## src/rtl/wc_tile_seq.sv

```systemverilog
// Tile sequencer for the Winograd F(4,3) core: builds stride-4 six-sample windows,
// tracks in-flight tiles and buffers results. Optional stall counter: WC_SEQ_PERF_EN.
module wc_tile_seq #(
    parameter int DW         = 10,
    parameter int CORE_LAT   = 6,
    parameter int LEN_W      = 12,
    parameter int OBUF_DEPTH = 4
) (
    input  logic              clk,
    input  logic              rst,
    input  logic              start,
    input  logic [LEN_W-1:0]  n_tiles,
    input  logic              s_valid,
    input  logic [DW-1:0]     s_data,
    output logic              s_ready,
    output logic [6*DW-1:0]   core_d,
    input  logic [4*DW-1:0]   core_z,
    output logic              m_valid,
    output logic [4*DW-1:0]   m_data,
    output logic              m_last,
    input  logic              m_ready,
    output logic              busy,
    output logic              done
`ifdef WC_SEQ_PERF_EN
    ,
    output logic [15:0]       stall_cnt
`endif
);

    localparam int PW = (OBUF_DEPTH > 1) ? $clog2(OBUF_DEPTH) : 1;
    localparam int CW = $clog2(OBUF_DEPTH + 1);
    localparam logic [CW:0]      DEPTH_C  = (CW+1)'(OBUF_DEPTH);
    localparam logic [PW-1:0]    LAST_PTR = PW'(OBUF_DEPTH - 1);
    localparam logic [PW-1:0]    ONE_P    = PW'(1);
    localparam logic [CW-1:0]    ONE_C    = CW'(1);
    localparam logic [LEN_W-1:0] ONE_L    = LEN_W'(1);

    typedef enum logic [1:0] {S_IDLE, S_FILL, S_ISSUE, S_DRAIN} state_t;

    state_t              state_q, state_d;
    logic [2:0]          need_q;
    logic [DW-1:0]       win_q [6];
    logic [6*DW-1:0]     win_flat;
    logic [LEN_W-1:0]    n_tiles_q, issued_q, retired_q;
    logic [CORE_LAT-1:0] tok_q;
    logic [CW-1:0]       inflight_q, fifo_cnt_q;
    logic [4*DW-1:0]     fifo_data_q [OBUF_DEPTH];
    logic                fifo_last_q [OBUF_DEPTH];
    logic [PW-1:0]       wr_ptr_q, rd_ptr_q;
    logic [6*DW-1:0]     core_d_q;
    logic                done_q;

    logic credit, issue, accept, retire, pop, last_pop, start_go, start_zero;

    // Credit counts both buffered and still-in-core tiles so a retire can never hit a full FIFO.
    assign credit     = ({1'b0, fifo_cnt_q} + {1'b0, inflight_q}) < DEPTH_C;
    assign issue      = (state_q == S_ISSUE) && credit;
    assign accept     = s_valid && s_ready;
    assign retire     = tok_q[CORE_LAT-1];
    assign pop        = m_valid && m_ready;
    assign last_pop   = pop && fifo_last_q[rd_ptr_q];
    assign start_go   = (state_q == S_IDLE) && start && (n_tiles != '0);
    assign start_zero = (state_q == S_IDLE) && start && (n_tiles == '0);

    always_comb begin
        win_flat = '0;
        for (int i = 0; i < 6; i++) win_flat[(5-i)*DW +: DW] = win_q[i];
    end

    always_ff @(posedge clk) begin
        if (rst) state_q <= S_IDLE;
        else     state_q <= state_d;
    end

    always_comb begin
        state_d = state_q;
        case (state_q)
            S_IDLE:  if (start_go) state_d = S_FILL;
            S_FILL:  if (accept && need_q == 3'd1) state_d = S_ISSUE;
            S_ISSUE: if (issue) state_d = (issued_q + ONE_L == n_tiles_q) ? S_DRAIN : S_FILL;
            S_DRAIN: if (last_pop) state_d = S_IDLE;
            default: state_d = S_IDLE;
        endcase
    end

    always_comb begin
        s_ready = 1'b0;
        busy    = 1'b0;
        case (state_q)
            S_FILL:           begin s_ready = 1'b1; busy = 1'b1; end
            S_ISSUE, S_DRAIN: busy = 1'b1;
            default:          ;
        endcase
    end

    assign m_valid = (fifo_cnt_q != '0);
    assign m_data  = m_valid ? fifo_data_q[rd_ptr_q] : '0;
    assign m_last  = m_valid && fifo_last_q[rd_ptr_q];
    assign core_d  = core_d_q;
    assign done    = done_q;

    always_ff @(posedge clk) begin
        if (rst) begin
            need_q     <= '0;
            for (int i = 0; i < 6; i++) win_q[i] <= '0;
            n_tiles_q  <= '0;
            issued_q   <= '0;
            retired_q  <= '0;
            tok_q      <= '0;
            inflight_q <= '0;
            fifo_cnt_q <= '0;
            wr_ptr_q   <= '0;
            rd_ptr_q   <= '0;
            core_d_q   <= '0;
            done_q     <= 1'b0;
        end else begin
            done_q <= start_zero || ((state_q == S_DRAIN) && last_pop);
            if (start_go) begin
                n_tiles_q <= n_tiles;
                issued_q  <= '0;
                retired_q <= '0;
                need_q    <= 3'd6;
            end
            if (accept) begin
                win_q[3'd6 - need_q] <= s_data;
                need_q               <= need_q - 3'd1;
            end
            // Slots 4,5 become the 2-sample overlap of the next window.
            if (issue) begin
                core_d_q <= win_flat;
                issued_q <= issued_q + ONE_L;
                win_q[0] <= win_q[4];
                win_q[1] <= win_q[5];
                need_q   <= 3'd4;
            end
            tok_q <= {tok_q[CORE_LAT-2:0], issue};
            case ({issue, retire})
                2'b10:   inflight_q <= inflight_q + ONE_C;
                2'b01:   inflight_q <= inflight_q - ONE_C;
                default: ;
            endcase
            if (retire) begin
                fifo_data_q[wr_ptr_q] <= core_z;
                fifo_last_q[wr_ptr_q] <= (retired_q == n_tiles_q - ONE_L);
                wr_ptr_q              <= (wr_ptr_q == LAST_PTR) ? '0 : wr_ptr_q + ONE_P;
                retired_q             <= retired_q + ONE_L;
            end
            if (pop) rd_ptr_q <= (rd_ptr_q == LAST_PTR) ? '0 : rd_ptr_q + ONE_P;
            case ({retire, pop})
                2'b10:   fifo_cnt_q <= fifo_cnt_q + ONE_C;
                2'b01:   fifo_cnt_q <= fifo_cnt_q - ONE_C;
                default: ;
            endcase
        end
    end

`ifdef WC_SEQ_PERF_EN
    logic [15:0] stall_q;
    always_ff @(posedge clk) begin
        if (rst)
            stall_q <= '0;
        else if ((state_q == S_IDLE) && start)
            stall_q <= '0;
        else if ((state_q == S_ISSUE) && !credit && (stall_q != 16'hFFFF))
            stall_q <= stall_q + 16'd1;
    end
    assign stall_cnt = stall_q;
`endif

endmodule

```

## config.mk

```make
export PLATFORM = sky130hd
export DESIGN_NAME = wc_tile_seq
export DESIGN_NICKNAME = d
export VERILOG_FILES = /design/src/rtl/wc_tile_seq.sv
export SDC_FILE = /design/constraint.sdc
export NUM_CORES = 1
export LEC_CHECK = 0
export BUFFER_PORTS_ARGS = -buffer_cell sky130_fd_sc_hd__buf_4
export CAP_MARGIN = 20
export CORE_ASPECT_RATIO = 1.4
export CORE_UTILIZATION = 40
export CTS_CLUSTER_SIZE = 14
export DETAILED_ROUTE_END_ITERATION = 10
export GPL_ROUTABILITY_DRIVEN = 0
export PLACE_DENSITY = 0.62
export SYNTH_ARGS = -nofsm -noshare
export SYNTH_HDL_FRONTEND = slang
export SYNTH_SLANG_ARGS = --single-unit
```

## constraint.sdc

```tcl
create_clock -name clk -period 5.85 [get_ports clk]
set_clock_uncertainty 0.2 [all_clocks]
set_input_delay 0.2925 -clock clk [delete_from_list [all_inputs] [get_ports clk]]
set_output_delay 0.2925 -clock clk [all_outputs]
set_load 0.01 [all_outputs]
```

==> run summary <==
YOSYS
-------------------------------------------------------------------------------------------------
Register bit total from synthesis ..................................................          344
Netlist Area Pre-Place .............................................................   0.0140 mm²
Number of distinct library cell variants in the gate-level netlist after synthesis .           64
Cell type with the largest total area after synthesis .............................. sky130_fd_sc_hd__edfxtp_1
Post-synthesis sequential area ratio ...............................................        65.2%
Fraction of synthesized cell area taken by the top area cell type ..................        48.1%
Most common cell in the synthesized netlist ........................................ sky130_fd_sc_hd__edfxtp_1
Gate count after technology mapping ................................................         1119
Area contributors post-synth ....................................................... sky130_fd_sc_hd__edfxtp_1 48%, sky130_fd_sc_hd__dfxtp_1 17%, sky130_fd_sc_hd__mux4_2 6.6%, sky130_fd_sc_hd__nand2_1 5.1%, sky130_fd_sc_hd__a21oi_1 3.4%
Most used flip-flop cell after synthesis ........................................... sky130_fd_sc_hd__edfxtp_1
Ys Warns ...........................................................................            0
EDFF count, synth ..................................................................          224
Synthesized area per cell ..........................................................     12.5 µm²
Post-synthesis async set-or-reset flop share .......................................           0%
Post-Synthesis Net Count ...........................................................         1204
Leading cell types by count after synthesis ........................................ 224 x sky130_fd_sc_hd__edfxtp_1, 190 x sky130_fd_sc_hd__nand2_1, 120 x sky130_fd_sc_hd__dfxtp_1, 94 x sky130_fd_sc_hd__a21oi_1, 76 x sky130_fd_sc_hd__nor2_1

CLOCKING
-------------------------------------------------------------------------------------------------
Max Buffers Root-to-Sink ...........................................................            3
Number of hold buffers added after CTS .............................................           63
Setup Buffers After CTS ............................................................            0
Clock buffers created by TritonCTS .................................................           35
Clock-pin slew on the worst setup and hold paths ...................................        60 ps
TritonCTS clock tree ...............................................................         done
Root buf cell ...................................................................... sky130_fd_sc_hd__clkbuf_16
TritonCTS sink count ...............................................................          344
Clock latency of the later-clocked register in the worst-skew pair .................       520 ps
H-tree depth reported by CTS .......................................................            2
Post-cts gate resize count .........................................................            0

WORST SETUP PATH
-------------------------------------------------------------------------------------------------
Top Family by Delay on Critical Path ...............................................   flip-flops
Worst EP arrival ...................................................................      2770 ps
Critical Path Sink Type ............................................................   output pin
Worst Path Max Fanout ..............................................................           23
Startpoint class of the critical path ..............................................     register
CP max stage delay .................................................................       790 ps
Worst path most repeated cell ...................................................... sky130_fd_sc_hd__buf_4
Worst path bufs/invs ...............................................................            2
CP required ........................................................................      5360 ps
Cells along the critical path ...................................................... buf_4 -> mux4_2 -> and2_1 -> buf_4
Type of the worst setup path ....................................................... register to output pin
Slowest-stage cell, CP ............................................................. sky130_fd_sc_hd__dfxtp_2

TIMING
-------------------------------------------------------------------------------------------------
Final hold slack ...................................................................      99.8 ps
Max Transition Viols Final .........................................................            0
Final min period ...................................................................      3260 ps
Worst Max-Slew Pin Slew ............................................................       853 ps
Peak Freq ..........................................................................      307 MHz
Post-route setup TNS ...............................................................         0 ps
Relative max-transition margin .....................................................        42.6%
Final Hold Violating Endpoints .....................................................            0
RSZ-0062 raised after global routing ...............................................        false
Worst Slack Setup Final ............................................................      2590 ps
Number of endpoints failing setup at the final stage ...............................            0
Final worst path period share ......................................................        55.7%

FLOORPLAN
-------------------------------------------------------------------------------------------------
Die extent in x ....................................................................       160 µm
Number of I/O pins .................................................................          172
Effective utilization at floorplan .................................................        40.9%
Floorplan core area ................................................................   0.0342 mm²
Area enclosed by the die boundary ..................................................   0.0358 mm²
Placement Rows .....................................................................           80
Vertical die dimension .............................................................       223 µm

PLACEMENT
-------------------------------------------------------------------------------------------------
Port Buf Inserts ...................................................................          171
Post-DP HPWL .......................................................................     20200 µm
Placed Cells .......................................................................         1686
Placed standard-cell area ..........................................................   0.0156 mm²
Dpl ws .............................................................................      2770 ps

GRT
-------------------------------------------------------------------------------------------------
Number of antenna violations at the first check in global routing ..................            0
Number of global-route vias before repair ..........................................         9472
Pin count of the biggest net entering global routing ...............................           81
Wire length of the first global-routing pass .......................................     51200 µm
Global-route total usage across every layer ........................................        18.2%
Overflow left after global routing .................................................            0

FINISH
-------------------------------------------------------------------------------------------------
Layout overhead on the synthesized area ............................................        23.7%
Fin cells ..........................................................................         1812
Layout Utilization .................................................................        50.6%
# nets final .......................................................................         1420
Share of layout cells above drive strength 1 .......................................        21.1%
Finished layout cell area ..........................................................   0.0173 mm²
Fill cell count ....................................................................         3053
Diode insertion count for antenna repair ...........................................            0

HOLD PATH
-------------------------------------------------------------------------------------------------
Tightest Hold Check Type ........................................................... input port to register

JOB
-------------------------------------------------------------------------------------------------
Count of max-cap constraint violations .............................................            0

ROUTE
-------------------------------------------------------------------------------------------------
Number of antenna-violating nets in the routed design ..............................            0
DR vias/cell .......................................................................         5.15
Post-Route WL ......................................................................     32100 µm
Drt first pass iters ...............................................................            5
Drt initial violations .............................................................          565
Avg WL per Cell ....................................................................      17.7 µm
Vias post-DR .......................................................................         9333
# DRC ..............................................................................            0

POWER
-------------------------------------------------------------------------------------------------
Power density relative to cell area ................................................   300 mW/mm²
Maximum resistive drop on vdd ......................................................     0.207 mV
Overall power ......................................................................      5.19 mW
Lkg Pwr ............................................................................      6.19 nW

OUTCOME
-------------------------------------------------------------------------------------------------
Result of the run ..................................................................    completed

==> power breakdown <==
group	total, mW	switching (mW)	internal (mW)
clock	2.07	0.916	1.15
combinational	0.423	0.242	0.181
sequential	2.70	0.0548	2.65
==> worst paths after layout <==
| kind | from | end | slack (ps) | cells after the start |
|---|---|---|---|---|
| setup reg to reg | inflight_q[1] | inflight_q[2] | 2790 | 10 |
| hold reg to reg | tok_q[2] | tok_q[3] | 230 | 1 |
| setup / recovery | register | m_data[33] | 2590 | 4 |
| hold / removal | rst | inflight_q[0] | 100 | 2 |
==> layout make-up <==
class                           count  area (µm²)  area share [%]
Sequential cell                   344        9130            52.7
Multi-Input combinational cell    681        4460            25.8
Timing Repair Buffer              245        2000            11.5
Clock buffer                       45         945            5.46
Tap cell                          451         564            3.26
Clock inverter                     18         109           0.629
Inverter                           28         105           0.607
==> state kept, by name (all words and copies together) (netlist names), named ones only <==
register,flops
fifo_data_q,160
core_d,60
win_q,60
issued_q,12
n_tiles_q,12
retired_q,12
tok_q,6
fifo_last_q,4
fifo_cnt_q,3
inflight_q,3
need_q,3
rd_ptr_q,2
state_q,2
wr_ptr_q,2
done,1
==> metal layers <==
layer | share of wire [%] | GRT usage [%] | wire length [µm] | vias to the layer above
met2 | 51 | 32.5 | 16400 | 274
met5 | 0 | 0 | 0 | -
met1 | 40 | 21.5 | 13000 | 4568
met3 | 6.1 | 4.09 | 1950 | 54
li1 | - | - | - | 4437
met4 | 2.5 | 6.02 | 790 | 0
==> cells by family after synthesis <==
kind of cell	count (synthesis)	share of synthesized area (%)
compound gates	172	7.20
mux	48	7.10
buf+inv	94	2.93
simple gates	403	13.3
xor+xnor	40	2.50
fa+ha+maj	18	1.72
flops	344	65.2
==> cell usage in the layout (no fill, tap or decap), types with 10 or more instances in the layout <==
master,count
sky130_fd_sc_hd__edfxtp_1,224
sky130_fd_sc_hd__nand2_1,190
sky130_fd_sc_hd__buf_4,182
sky130_fd_sc_hd__dfxtp_1,118
sky130_fd_sc_hd__a21oi_1,94
sky130_fd_sc_hd__nor2_1,76
sky130_fd_sc_hd__dlygate4sd3_1,63
sky130_fd_sc_hd__and2_1,53
sky130_fd_sc_hd__mux4_2,41
sky130_fd_sc_hd__clkbuf_16,36
sky130_fd_sc_hd__inv_1,25
sky130_fd_sc_hd__xnor2_1,25
sky130_fd_sc_hd__o21ai_0,22
sky130_fd_sc_hd__nor3_1,16
sky130_fd_sc_hd__ha_1,16
sky130_fd_sc_hd__nand3_1,15
sky130_fd_sc_hd__xor2_1,15
sky130_fd_sc_hd__o21ai_1,13
sky130_fd_sc_hd__a311oi_1,10
sky130_fd_sc_hd__clkinv_1,10
Power figures use the tool's default switching activity.
